$ cat src/rtl/rv32_pkg.sv
// Shared RV32I control definitions: opcode constants, funct3 codes and the
// enumerations used by the multicycle instruction sequencer.
// Build option: EBREAK_HALT_EN adds the HALT state used by EBREAK.
package rv32_pkg;

  // Major opcodes (ir[6:0])
  localparam logic [6:0] ITYPE   = 7'b0010011;  // OP-IMM
  localparam logic [6:0] ITYPE_L = 7'b0000011;  // LOAD
  localparam logic [6:0] ITYPE_J = 7'b1100111;  // JALR
  localparam logic [6:0] ITYPE_E = 7'b1110011;  // SYSTEM
  localparam logic [6:0] STYPE   = 7'b0100011;  // STORE
  localparam logic [6:0] BTYPE   = 7'b1100011;  // BRANCH
  localparam logic [6:0] UTYPE_L = 7'b0110111;  // LUI
  localparam logic [6:0] UTYPE_A = 7'b0010111;  // AUIPC
  localparam logic [6:0] JTYPE   = 7'b1101111;  // JAL
  localparam logic [6:0] RTYPE   = 7'b0110011;  // OP

  // Shift-immediate funct3 codes; these take a shamt instead of an I immediate
  localparam logic [2:0] F3_SLLI = 3'b001;
  localparam logic [2:0] F3_SRLI = 3'b101;

`ifdef EBREAK_HALT_EN
  typedef enum logic [3:0] {
    ST_RESET   = 4'd0,
    ST_FETCH   = 4'd1,
    ST_DECODE  = 4'd2,
    ST_EXECUTE = 4'd3,
    ST_MEM_RD  = 4'd4,
    ST_MEM_WR  = 4'd5,
    ST_WB      = 4'd6,
    ST_TRAP    = 4'd7,
    ST_HALT    = 4'd8
  } state_t;
`else
  typedef enum logic [3:0] {
    ST_RESET   = 4'd0,
    ST_FETCH   = 4'd1,
    ST_DECODE  = 4'd2,
    ST_EXECUTE = 4'd3,
    ST_MEM_RD  = 4'd4,
    ST_MEM_WR  = 4'd5,
    ST_WB      = 4'd6,
    ST_TRAP    = 4'd7
  } state_t;
`endif

  typedef enum logic [2:0] {
    IMM_I     = 3'd0,
    IMM_S     = 3'd1,
    IMM_B     = 3'd2,
    IMM_U     = 3'd3,
    IMM_J     = 3'd4,
    IMM_SHAMT = 3'd5,
    IMM_ZERO  = 3'd7
  } imm_sel_t;

  // ALU operand A source
  typedef enum logic [1:0] {
    ALU_A_PC     = 2'd0,
    ALU_A_RS1    = 2'd1,
    ALU_A_OLD_PC = 2'd2
  } alu_src_t;

  // ALU operand B source
  typedef enum logic [1:0] {
    ALU_B_RS2  = 2'd0,
    ALU_B_IMM  = 2'd1,
    ALU_B_FOUR = 2'd2
  } alu_b_src_t;

  typedef enum logic [1:0] {
    ALU_ADD   = 2'd0,
    ALU_SUB   = 2'd1,
    ALU_FUNCT = 2'd2
  } alu_op_t;

  typedef enum logic [1:0] {
    RES_ALU = 2'd0,
    RES_MEM = 2'd1,
    RES_PC4 = 2'd2
  } result_src_t;

  // Instruction class latched in DECODE and used to steer EXECUTE/WB
  typedef enum logic [3:0] {
    CLS_ALU     = 4'd0,
    CLS_LOAD    = 4'd1,
    CLS_STORE   = 4'd2,
    CLS_BRANCH  = 4'd3,
    CLS_JAL     = 4'd4,
    CLS_JALR    = 4'd5,
    CLS_UPPER   = 4'd6,
    CLS_SYSTEM  = 4'd7,
    CLS_EBREAK  = 4'd8,
    CLS_ILLEGAL = 4'd9
  } op_class_t;

endpackage

$ cat src/rtl/instr_sequencer_if.sv
// Control bundle between the instruction sequencer (master) and the datapath
// (slave): decode inputs, memory handshake and all datapath select outputs.
interface instr_sequencer_if;
  logic [31:0] ir_i;
  logic        mem_rdy_i;
  logic        branch_take_i;
  logic        resume_i;
  logic        pc_ld_o;
  logic        ir_ld_o;
  logic        mem_rd_o;
  logic        mem_wr_o;
  logic        addr_src_o;
  logic [1:0]  alu_a_src_o;
  logic [1:0]  alu_b_src_o;
  logic [1:0]  alu_op_o;
  logic [2:0]  imm_sel_o;
  logic [1:0]  result_src_o;
  logic        rf_wr_o;
  logic        illegal_o;
  logic        halted_o;

  modport master (
    input  ir_i, mem_rdy_i, branch_take_i, resume_i,
    output pc_ld_o, ir_ld_o, mem_rd_o, mem_wr_o, addr_src_o, alu_a_src_o,
           alu_b_src_o, alu_op_o, imm_sel_o, result_src_o, rf_wr_o,
           illegal_o, halted_o
  );

  modport slave (
    output ir_i, mem_rdy_i, branch_take_i, resume_i,
    input  pc_ld_o, ir_ld_o, mem_rd_o, mem_wr_o, addr_src_o, alu_a_src_o,
           alu_b_src_o, alu_op_o, imm_sel_o, result_src_o, rf_wr_o,
           illegal_o, halted_o
  );
endinterface

$ cat src/rtl/opcode_classifier.sv
// Combinational RV32I opcode classifier: maps the instruction word to an
// instruction class and the immediate-mux select used in DECODE.
module opcode_classifier
  import rv32_pkg::*;
#(
  parameter int DATA_WIDTH = 32
) (
  input  logic [DATA_WIDTH-1:0] ir,
  output op_class_t             op_class,
  output imm_sel_t              imm_sel
);

  logic [6:0] opcode_s;
  logic [2:0] funct3_s;
  logic       is_shift_s;
  logic       unused_s;

  assign opcode_s   = ir[6:0];
  assign funct3_s   = ir[14:12];
  assign is_shift_s = (funct3_s == F3_SLLI) || (funct3_s == F3_SRLI);
  assign unused_s   = ^{ir[DATA_WIDTH-1:21], ir[19:15], ir[11:7]};

  // Opcode decode; anything not listed is classed illegal with a zero immediate
  always_comb begin
    op_class = CLS_ILLEGAL;
    imm_sel  = IMM_ZERO;
    case (opcode_s)
      RTYPE:   begin op_class = CLS_ALU;    imm_sel = IMM_ZERO; end
      ITYPE:   begin op_class = CLS_ALU;    imm_sel = is_shift_s ? IMM_SHAMT : IMM_I; end
      ITYPE_L: begin op_class = CLS_LOAD;   imm_sel = IMM_I; end
      ITYPE_J: begin op_class = CLS_JALR;   imm_sel = IMM_I; end
      ITYPE_E: begin op_class = ir[20] ? CLS_EBREAK : CLS_SYSTEM; imm_sel = IMM_I; end
      STYPE:   begin op_class = CLS_STORE;  imm_sel = IMM_S; end
      BTYPE:   begin op_class = CLS_BRANCH; imm_sel = IMM_B; end
      UTYPE_L: begin op_class = CLS_UPPER;  imm_sel = IMM_U; end
      UTYPE_A: begin op_class = CLS_UPPER;  imm_sel = IMM_U; end
      JTYPE:   begin op_class = CLS_JAL;    imm_sel = IMM_J; end
      default: begin op_class = CLS_ILLEGAL; imm_sel = IMM_ZERO; end
    endcase
  end

endmodule

$ cat src/rtl/instr_sequencer.sv
// Multicycle RV32I control FSM: fetch/decode/execute/memory/writeback with
// memory accesses held until mem_rdy_i. Unknown opcodes park in a sticky TRAP.
// Build option: EBREAK_HALT_EN makes EBREAK enter HALT until resume_i;
// without it every SYSTEM opcode is a NOP and halted_o stays low.
module instr_sequencer
  import rv32_pkg::*;
#(
  parameter int DATA_WIDTH = 32
) (
  input logic                 clk_i,
  input logic                 reset_i,
  instr_sequencer_if.master   bus
);

  state_t      state_r, state_s;
  op_class_t   class_r, cls_dec_s;
  imm_sel_t    imm_sel_r, imm_dec_s, imm_sel_s;
  logic        illegal_r;
  logic        pc_ld_s, ir_ld_s, mem_rd_s, mem_wr_s, addr_src_s, rf_wr_s, halted_s;
  alu_src_t    alu_a_s;
  alu_b_src_t  alu_b_s;
  alu_op_t     alu_op_s;
  result_src_t result_src_s;

  opcode_classifier #(.DATA_WIDTH(DATA_WIDTH)) u_classifier (
    .ir       (bus.ir_i),
    .op_class (cls_dec_s),
    .imm_sel  (imm_dec_s)
  );

  // State register; reset overrides any outstanding memory request
  always_ff @(posedge clk_i) begin
    if (reset_i) state_r <= ST_RESET;
    else         state_r <= state_s;
  end

  // Capture instruction class and immediate select during DECODE
  always_ff @(posedge clk_i) begin
    if (reset_i) begin
      class_r   <= CLS_ILLEGAL;
      imm_sel_r <= IMM_I;
    end else if (state_r == ST_DECODE) begin
      class_r   <= cls_dec_s;
      imm_sel_r <= imm_dec_s;
    end else begin
      class_r   <= class_r;
      imm_sel_r <= imm_sel_r;
    end
  end

  // Sticky illegal flag, set on the way into TRAP and cleared only by reset
  always_ff @(posedge clk_i) begin
    if (reset_i)                                               illegal_r <= 1'b0;
    else if ((state_r == ST_DECODE) && (cls_dec_s == CLS_ILLEGAL)) illegal_r <= 1'b1;
    else                                                       illegal_r <= illegal_r;
  end

  // Next-state and Moore-style datapath control decode
  always_comb begin
    state_s      = state_r;
    pc_ld_s      = 1'b0;
    ir_ld_s      = 1'b0;
    mem_rd_s     = 1'b0;
    mem_wr_s     = 1'b0;
    addr_src_s   = 1'b0;
    rf_wr_s      = 1'b0;
    halted_s     = 1'b0;
    alu_a_s      = ALU_A_PC;
    alu_b_s      = ALU_B_RS2;
    alu_op_s     = ALU_ADD;
    imm_sel_s    = IMM_I;
    result_src_s = RES_ALU;
    case (state_r)
      ST_RESET: state_s = ST_FETCH;
      ST_FETCH: begin
        mem_rd_s = 1'b1;
        if (bus.mem_rdy_i) begin
          ir_ld_s = 1'b1;
          pc_ld_s = 1'b1;
          alu_b_s = ALU_B_FOUR;
          state_s = ST_DECODE;
        end else begin
          state_s = ST_FETCH;
        end
      end
      ST_DECODE: begin
        imm_sel_s = imm_dec_s;
        alu_a_s   = ALU_A_OLD_PC;
        alu_b_s   = ALU_B_IMM;
        state_s   = (cls_dec_s == CLS_ILLEGAL) ? ST_TRAP : ST_EXECUTE;
      end
      ST_EXECUTE: begin
        imm_sel_s = imm_sel_r;
        case (class_r)
          CLS_ALU: begin
            alu_op_s = ALU_FUNCT;
            alu_a_s  = ALU_A_RS1;
            alu_b_s  = (imm_sel_r == IMM_ZERO) ? ALU_B_RS2 : ALU_B_IMM;
            state_s  = ST_WB;
          end
          CLS_LOAD:   begin alu_a_s = ALU_A_RS1; alu_b_s = ALU_B_IMM; state_s = ST_MEM_RD; end
          CLS_STORE:  begin alu_a_s = ALU_A_RS1; alu_b_s = ALU_B_IMM; state_s = ST_MEM_WR; end
          CLS_BRANCH: begin
            alu_op_s = ALU_SUB;
            alu_a_s  = ALU_A_RS1;
            pc_ld_s  = bus.branch_take_i;
            state_s  = ST_FETCH;
          end
          CLS_JAL:    begin pc_ld_s = 1'b1; state_s = ST_WB; end
          CLS_JALR:   begin pc_ld_s = 1'b1; alu_a_s = ALU_A_RS1; alu_b_s = ALU_B_IMM; state_s = ST_WB; end
          CLS_UPPER:  begin alu_a_s = ALU_A_OLD_PC; alu_b_s = ALU_B_IMM; state_s = ST_WB; end
          CLS_SYSTEM: state_s = ST_FETCH;
`ifdef EBREAK_HALT_EN
          CLS_EBREAK: state_s = ST_HALT;
`else
          CLS_EBREAK: state_s = ST_FETCH;
`endif
          default:    state_s = ST_TRAP;
        endcase
      end
      ST_MEM_RD: begin
        imm_sel_s  = imm_sel_r;
        mem_rd_s   = 1'b1;
        addr_src_s = 1'b1;
        state_s    = bus.mem_rdy_i ? ST_WB : ST_MEM_RD;
      end
      ST_MEM_WR: begin
        imm_sel_s  = imm_sel_r;
        mem_wr_s   = 1'b1;
        addr_src_s = 1'b1;
        state_s    = bus.mem_rdy_i ? ST_FETCH : ST_MEM_WR;
      end
      ST_WB: begin
        imm_sel_s = imm_sel_r;
        rf_wr_s   = 1'b1;
        case (class_r)
          CLS_LOAD:          result_src_s = RES_MEM;
          CLS_JAL, CLS_JALR: result_src_s = RES_PC4;
          default:           result_src_s = RES_ALU;
        endcase
        state_s = ST_FETCH;
      end
      ST_TRAP: state_s = ST_TRAP;
`ifdef EBREAK_HALT_EN
      ST_HALT: begin
        halted_s = 1'b1;
        state_s  = bus.resume_i ? ST_FETCH : ST_HALT;
      end
`endif
      default: state_s = ST_RESET;
    endcase
  end

`ifndef EBREAK_HALT_EN
  logic unused_resume_s;
  assign unused_resume_s = bus.resume_i;
`endif

  assign bus.pc_ld_o      = pc_ld_s;
  assign bus.ir_ld_o      = ir_ld_s;
  assign bus.mem_rd_o     = mem_rd_s;
  assign bus.mem_wr_o     = mem_wr_s;
  assign bus.addr_src_o   = addr_src_s;
  assign bus.alu_a_src_o  = alu_a_s;
  assign bus.alu_b_src_o  = alu_b_s;
  assign bus.alu_op_o     = alu_op_s;
  assign bus.imm_sel_o    = imm_sel_s;
  assign bus.result_src_o = result_src_s;
  assign bus.rf_wr_o      = rf_wr_s;
  assign bus.illegal_o    = illegal_r;
  assign bus.halted_o     = halted_s;

endmodule

$ cat src/flat_wrapper.sv
// flat-port wrapper written by rule: the top's interface ports become plain ports
module instr_sequencer_flat import rv32_pkg::*;
#(
  parameter int DATA_WIDTH = 32
)
  (clk_i, reset_i, bus_ir_i, bus_mem_rdy_i, bus_branch_take_i, bus_resume_i, bus_pc_ld_o, bus_ir_ld_o, bus_mem_rd_o, bus_mem_wr_o, bus_addr_src_o, bus_alu_a_src_o, bus_alu_b_src_o, bus_alu_op_o, bus_imm_sel_o, bus_result_src_o, bus_rf_wr_o, bus_illegal_o, bus_halted_o);
  instr_sequencer_if bus_i ();
  input logic clk_i;
  input logic reset_i;
  input wire logic [$bits(bus_i.ir_i)-1:0] bus_ir_i;
  input wire logic [$bits(bus_i.mem_rdy_i)-1:0] bus_mem_rdy_i;
  input wire logic [$bits(bus_i.branch_take_i)-1:0] bus_branch_take_i;
  input wire logic [$bits(bus_i.resume_i)-1:0] bus_resume_i;
  output wire logic [$bits(bus_i.pc_ld_o)-1:0] bus_pc_ld_o;
  output wire logic [$bits(bus_i.ir_ld_o)-1:0] bus_ir_ld_o;
  output wire logic [$bits(bus_i.mem_rd_o)-1:0] bus_mem_rd_o;
  output wire logic [$bits(bus_i.mem_wr_o)-1:0] bus_mem_wr_o;
  output wire logic [$bits(bus_i.addr_src_o)-1:0] bus_addr_src_o;
  output wire logic [$bits(bus_i.alu_a_src_o)-1:0] bus_alu_a_src_o;
  output wire logic [$bits(bus_i.alu_b_src_o)-1:0] bus_alu_b_src_o;
  output wire logic [$bits(bus_i.alu_op_o)-1:0] bus_alu_op_o;
  output wire logic [$bits(bus_i.imm_sel_o)-1:0] bus_imm_sel_o;
  output wire logic [$bits(bus_i.result_src_o)-1:0] bus_result_src_o;
  output wire logic [$bits(bus_i.rf_wr_o)-1:0] bus_rf_wr_o;
  output wire logic [$bits(bus_i.illegal_o)-1:0] bus_illegal_o;
  output wire logic [$bits(bus_i.halted_o)-1:0] bus_halted_o;
  assign bus_i.ir_i = bus_ir_i;
  assign bus_i.mem_rdy_i = bus_mem_rdy_i;
  assign bus_i.branch_take_i = bus_branch_take_i;
  assign bus_i.resume_i = bus_resume_i;
  assign bus_pc_ld_o = bus_i.pc_ld_o;
  assign bus_ir_ld_o = bus_i.ir_ld_o;
  assign bus_mem_rd_o = bus_i.mem_rd_o;
  assign bus_mem_wr_o = bus_i.mem_wr_o;
  assign bus_addr_src_o = bus_i.addr_src_o;
  assign bus_alu_a_src_o = bus_i.alu_a_src_o;
  assign bus_alu_b_src_o = bus_i.alu_b_src_o;
  assign bus_alu_op_o = bus_i.alu_op_o;
  assign bus_imm_sel_o = bus_i.imm_sel_o;
  assign bus_result_src_o = bus_i.result_src_o;
  assign bus_rf_wr_o = bus_i.rf_wr_o;
  assign bus_illegal_o = bus_i.illegal_o;
  assign bus_halted_o = bus_i.halted_o;
  instr_sequencer #(.DATA_WIDTH(DATA_WIDTH)) u_core (.clk_i(clk_i), .reset_i(reset_i), .bus(bus_i));
endmodule
$ cat config.mk
export PLATFORM = sky130hd
export DESIGN_NAME = instr_sequencer_flat
export DESIGN_NICKNAME = d
export VERILOG_FILES = /design/src/rtl/rv32_pkg.sv /design/src/rtl/instr_sequencer_if.sv /design/src/rtl/opcode_classifier.sv /design/src/rtl/instr_sequencer.sv /design/src/flat_wrapper.sv
export SDC_FILE = /design/constraint.sdc
export NUM_CORES = 1
export LEC_CHECK = 0
export ABC_AREA = 1
export BUFFER_PORTS_ARGS = -buffer_cell sky130_fd_sc_hd__buf_2
export CORE_MARGIN = 2
export CORE_UTILIZATION = 44
export DETAILED_ROUTE_END_ITERATION = 16
export PLACE_DENSITY = 0.8
export SETUP_SLACK_MARGIN = 0.4
export SYNTH_ARGS = -nofsm -noshare
export SYNTH_HDL_FRONTEND = slang
export SYNTH_SLANG_ARGS = --single-unit
$ cat constraint.sdc
create_clock -name clk_i -period 1.4 [get_ports clk_i]
set_clock_uncertainty 0.05 [all_clocks]
set_input_delay 0.21 -clock clk_i [delete_from_list [all_inputs] [get_ports clk_i]]
set_output_delay 0.21 -clock clk_i [all_outputs]
set_load 0.01 [all_outputs]
==> results_dict.tcl, run 1 <==
set metrics [dict create \
    grt_pass1_vias 1338 \
    syn_avg_cell_area_um2 5.74 \
    synthFlopType "dfxtp_1" \
    fill_cells 134 \
    drt_first_pass_iters 4 \
    synth-edff-count 0 \
    cp-end-kind "output pin" \
    synthTopCellsByArea "dfxtp_1 (22%), nand2_1 (15%), nor2_1 (10%), a21oi_1 (7.6%), inv_1 (7.6%)" \
    ys_seq_area_share_pct 22.3 \
    p_leak_nw 0.818 \
    crit_family "buffers and inverters" \
    arrival_ns 1.62 \
    regArea_um2 240 \
    cp_slowest_cell "dfxtp_4" \
    path_max_fanout 4 \
    die_area_mm2 0.00264 \
    violations "negative setup slack" \
    final_max_slew_viol_count 0 \
    drc 0 \
    synth_most_common_cell "nand2_1" \
    row_count 17 \
    fmax_ghz 0.533 \
    crit_type "flip-flop to output pin" \
    wl_per_cell_um 15.4 \
    clk_path_buf_depth 2 \
    path_buf_inv 5 \
    nets 281 \
    synth.distinct_cells 28 \
    ys_seq_elements 11 \
    portBuffers 31 \
    cp-start-kind "flip-flop" \
    max_cap_violations 0 \
    start_util_pct 45.5 \
    multi_input_area_um2 836 \
    gp_congestion 0.883 \
    drt_iter0_drc 31 \
    ant_nets 0 \
    crit_chain "inv_6 > nor3_4 > inv_2 > buf_4 > buf_6 > o21ai_2 > buf_2" \
    required_ns 1.14 \
    hold_depth 2 \
    wl_um 4180 \
    min_period_over_period_pct 134 \
    fin_ws_ns -0.476 \
    grt-ovfl-total 0 \
    setup_viol 20 \
    irDropWorstVdd_v 0.000687 \
    antenna_cells 0 \
    clock_latency_ns 0.29 \
    drive_above_1_share_pct 56.4 \
    dieHeight_um 51.4 \
    synth_async_sr_flop_share_pct 0 \
    timing.rr.end "u_core.state_r[2]$_SDFF_PP0_" \
    r2r_cells 8 \
    hold_viol_final 0 \
    syn2layout_area_growth_pct 81.6 \
    status "finished, violations left" \
    synth.top_cell.area_share_pct 22.3 \
    antenna_found_initial 0 \
    synth_top_area_cell "dfxtp_1" \
    min_from "reset_i" \
    postPlaceCellArea_mm2 0.00141 \
    min_period_ns 1.88 \
    holdBufCountCts 0 \
    ys_top_cells_by_count "nand2_1 (40), nor2_1 (27), inv_1 (20)" \
    hold_end "u_core.bus.illegal_o$_SDFFE_PP0P_" \
    fin_area_mm2 0.00179 \
    clk_pin_slew_worst_paths_ns 0.07 \
    cts_sinks 11 \
    numCtsBuffers 3 \
    yosysWarnings 0 \
    vias 1462 \
    io_pins 56 \
    cts-root-buf "clkbuf_4" \
    holdCritPathClass "primary input to flip-flop" \
    synth_area_um2 987 \
    power_density_mw_per_mm2 946 \
    power_mw 1.70 \
    rsz0062_at_grt "yes" \
    core_mm2 0.00217 \
    dp_hpwl_um 2440 \
    grt_use_total_pct 28.2 \
    die_w_um 51.4 \
    grt_start_max_net_pins 12 \
    grt_pass1_wl_um 5580 \
    synth_cells 172 \
    h-tree-depth 1 \
    syn_nets 209 \
    timing.rr.start "u_core.state_r[0]$_SDFF_PP0_" \
    cts_tree "yes" \
    vias_per_cell 5.39 \
    slowest_delay_ns 0.39 \
    r2r_setup_slack_ns -0.12 \
]
==> cells by family after synthesis <==
family	synth area share, %
flops	22.3
compound gates	19.3
buf+inv	13.9
simple gates	44.1
other cells	0.380
==> worst register-to-register path, stage by stage, from the launching register on <==
cell     delay [ns]
dfxtp_4        0.39
inv_6          0.05
nor3_4         0.24
inv_2          0.11
buf_4          0.15
buf_6          0.12
o21ai_2        0.15
inv_1          0.05
a21oi_1        0.13
==> per-stage QoR <==
step	hold slack (ns)	worst slack [ns]	TNS [ns]	cells	utilization, %
floorplan	0.318	0.0258	0	172	-
global placement	0.386	-0.0957	-0.291	250	64.9
detailed placement	0.437	-0.159	-0.466	250	64.9
CTS	0.192	-0.322	-2.76	264	74.9
global route	0.219	-0.533	-5.54	271	82.6
finish	0.205	-0.476	-4.45	271	82.6
==> repair_timing <==
item,in CTS,in global routing
resized for setup,36,24
pin swaps,10,16
cloned,1,0
buffers inserted,9,7
setup endpoints to repair,29,29
==> state kept, by name (all words and copies together) (netlist names) <==
register,count
u_core.bus.illegal_o,1
u_core.state_r,3
u_core.class_r,4
u_core.imm_sel_r,3
==> where the power goes <==
part           switching (mW)  internal (mW)
Sequential             0.0916          0.379
Clock                   0.120          0.111
Combinational           0.538          0.456
Total                   0.749          0.947
==> how the worst max path moves through the flow <==
stage	from	end	slack (ns)	cells after the start
finish	u_core.state_r[0]$_SDFF_PP0_	bus_alu_a_src_o[1]	-0.48	7
global route	u_core.state_r[0]$_SDFF_PP0_	bus_alu_a_src_o[1]	-0.53	7
CTS	u_core.state_r[1]$_SDFF_PP0_	bus_pc_ld_o	-0.32	7
detailed placement	bus_ir_i[1]	bus_imm_sel_o[0]	-0.16	11
global placement	bus_ir_i[1]	bus_imm_sel_o[0]	-0.1	11
floorplan	u_core.state_r[0]$_SDFF_PP0_	bus_pc_ld_o	0.03	6
==> final cells by class <==
class / instances / share of cell area, %
Timing Repair Buffer: 71 / 29.9
Sequential cell: 11 / 13.4
Inverter: 28 / 6.70
Multi-Input combinational cell: 129 / 46.6
Clock buffer: 4 / 1.47
Tap cell: 28 / 1.95
==> layout by cell type, fill, tap and decap left out, types with 2 or more instances in the layout <==
| master | Yosys | routed |
|---|---|---|
| nand4_1 | 2 | 2 |
| buf_4 | 2 | 31 |
| o21ai_0 | 7 | 2 |
| dfxtp_2 | 0 | 4 |
| nand2_1 | 40 | 34 |
| nor2_4 | 1 | 9 |
| inv_6 | 0 | 2 |
| o21ai_2 | 1 | 6 |
| nor3_4 | 1 | 2 |
| nor2_2 | 3 | 9 |
| inv_4 | 1 | 2 |
| nand2_2 | 1 | 4 |
| nand3_4 | 0 | 2 |
| a21oi_1 | 15 | 11 |
| buf_6 | 1 | 14 |
| clkbuf_4 | 0 | 3 |
| dfxtp_4 | 0 | 4 |
| a21oi_2 | 0 | 4 |
| nor2_1 | 27 | 13 |
| buf_2 | 0 | 25 |
| o21ai_1 | 6 | 5 |
| a31oi_1 | 4 | 3 |
| inv_2 | 7 | 6 |
| nand2_4 | 0 | 3 |
| nand3_2 | 1 | 2 |
| dfxtp_1 | 11 | 3 |
| inv_1 | 20 | 18 |
| nand3_1 | 12 | 9 |
==> per-layer routing <==
metal	global-route usage [%]	wire [µm]	vias up	part of all wire [%]
li1	-	-	701	-
met1	26.7	1380	652	33
met2	56.8	2260	72	54
met3	2.92	192	37	4.6
met4	16.2	342	0	8.2
met5	0	0	-	0
(Power assumes the default switching activity.)
==> run 2: changes to the inputs <==
--- a/config.mk
+++ b/config.mk
@@ -6,7 +6,7 @@
 export NUM_CORES = 1
 export LEC_CHECK = 0
 export ABC_AREA = 1
-export BUFFER_PORTS_ARGS = -buffer_cell sky130_fd_sc_hd__buf_2
+export BUFFER_PORTS_ARGS = -buffer_cell sky130_fd_sc_hd__clkbuf_2
 export CORE_MARGIN = 2
 export CORE_UTILIZATION = 44
 export DETAILED_ROUTE_END_ITERATION = 16
==> results_dict.tcl, run 2 (same netlist as run 1, synthesis figures left out) <==
set metrics [dict create \
    slowest_delay_ns 0.41 \
    grt-ovfl-total 0 \
    violations "negative setup slack" \
    vias 1747 \
    cts-root-buf "clkbuf_4" \
    io_pins 56 \
    drive_above_1_share_pct 62.6 \
    wl_um 5620 \
    die_area_mm2 0.00264 \
    holdBufCountCts 0 \
    syn2layout_area_growth_pct 98.2 \
    clock_latency_ns 0.30 \
    cpMostUsedCell "buf_4" \
    min_from "bus_mem_rdy_i" \
    antenna_cells 0 \
    grt_start_max_net_pins 12 \
    regArea_um2 238 \
    grt_pass1_wl_um 6410 \
    portBuffers 31 \
    hold_viol_final 0 \
    fmax_ghz 0.525 \
    die_w_um 51.4 \
    max_cap_violations 0 \
    hold_end "u_core.state_r[1]$_SDFF_PP0_" \
    min_period_ns 1.91 \
    hold_depth 3 \
    cp_slowest_cell "dfxtp_4" \
    dp_hpwl_um 2380 \
    fin_ws_ns -0.506 \
    clk_path_buf_depth 2 \
    status "finished, violations left" \
    drt_iter0_drc 173 \
    ant_nets 0 \
    rsz0062_at_grt "yes" \
    crit_family "buffers and inverters" \
    clk_pin_slew_worst_paths_ns 0.09 \
    wl_per_cell_um 19.7 \
    antenna_found_initial 0 \
    power_density_mw_per_mm2 991 \
    cts_sinks 11 \
    gp_congestion 0.865 \
    required_ns 1.14 \
    setup_viol 27 \
    min_period_over_period_pct 136 \
    reg.largest.list "u_core.class_r (4), u_core.imm_sel_r (3), u_core.state_r (3)" \
    row_count 17 \
    drc 0 \
    path_max_fanout 3 \
    numCtsBuffers 3 \
    nets 295 \
    largest_register_ff_count 4 \
    dieHeight_um 51.4 \
    arrival_ns 1.65 \
    vias_per_cell 6.13 \
    drt_first_pass_iters 5 \
    irDropWorstVdd_v 0.000805 \
    layout_commonest_cell "buf_4" \
    cts_tree "yes" \
    crit_chain "inv_6 > nor3_4 > buf_4 > nor3_2 > buf_4 > o21ai_2 > buf_2" \
    fill_cells 92 \
    final_max_slew_viol_count 0 \
    r2r_cells 8 \
    crit_type "flip-flop to output pin" \
    largest-register "u_core.class_r" \
    start_util_pct 45.5 \
    multi_input_area_um2 863 \
    p_leak_nw 0.908 \
    core_mm2 0.00217 \
    timing.rr.start "u_core.state_r[0]$_SDFF_PP0_" \
    path_buf_inv 4 \
    pre_cts_slack_ns -0.132 \
    timing.rr.end "u_core.state_r[2]$_SDFF_PP0_" \
    h-tree-depth 1 \
    holdCritPathClass "primary input to flip-flop" \
    grt_pass1_vias 1449 \
    cp-start-kind "flip-flop" \
    grt_use_total_pct 32.2 \
    final_cell_mix "buf_4 (38), nand2_1 (31), buf_6 (25)" \
    r2r_setup_slack_ns -0.23 \
    fin_setup_tns_ns -6.59 \
    cp-end-kind "output pin" \
]
## run 2: metrics by stage
step,instance area (µm²),hold WS [ns],utilization [%],power (mW),cells
5_1_grt,1960,0.207,90.2,2.00,285
3_3_place_gp,1430,0.389,65.9,1.06,253
3_5_place_dp,1430,0.423,65.9,1.08,253
2_1_floorplan,1070,0.318,-,0.837,172
4_1_cts,1680,0.196,77.6,1.50,270
6_report,1960,0.214,90.2,1.94,285
## run 2: per-layer routing
| metal | track usage [%] | routed length, µm | up-vias |
|---|---|---|---|
| met5 | 0 | 0 | - |
| met4 | 23.2 | 567 | 0 |
| met3 | 2.63 | 598 | 70 |
| met2 | 62.4 | 2570 | 182 |
| met1 | 31.1 | 1880 | 766 |
| li1 | - | - | 729 |
## run 2: worst min-delay path, stage by stage
cell	delay, ns
clkbuf_2	0.14
nand2_2	0.09
a31oi_1	0.08
## run 2: final cells by class
| class | count | area share, % |
|---|---|---|
| multi-input combinational | 129 | 44.1 |
| tap | 28 | 1.79 |
| clock buffer | 4 | 1.34 |
| sequential | 11 | 12.1 |
| timing repair buffer | 85 | 34.6 |
| inverter | 28 | 6.01 |
## run 2: power breakdown
part | internal, mW | switching [mW]
clock network | 0.111 | 0.146
logic | 0.555 | 0.664
registers | 0.378 | 0.0849
## run 2: what timing repair did
action,in CTS,in global routing
resized for setup,42,55
pin swaps,13,14
setup buffers,12,15
gates cloned,1,0
setup endpoints to repair,29,29
## run 2: worst max-delay path by stage
stage	depth (start not counted)	slack, ns	start	to
after floorplan	6	0.03	u_core.state_r[0]$_SDFF_PP0_	bus_pc_ld_o
after global placement	11	-0.09	bus_ir_i[1]	bus_imm_sel_o[0]
after detailed placement	11	-0.13	bus_ir_i[1]	bus_imm_sel_o[0]
after CTS	7	-0.34	u_core.state_r[1]$_SDFF_PP0_	bus_imm_sel_o[2]
after global routing	6	-0.61	u_core.class_r[0]$_SDFFE_PP1P_	bus_alu_b_src_o[0]
final	7	-0.51	u_core.state_r[0]$_SDFF_PP0_	bus_imm_sel_o[1]
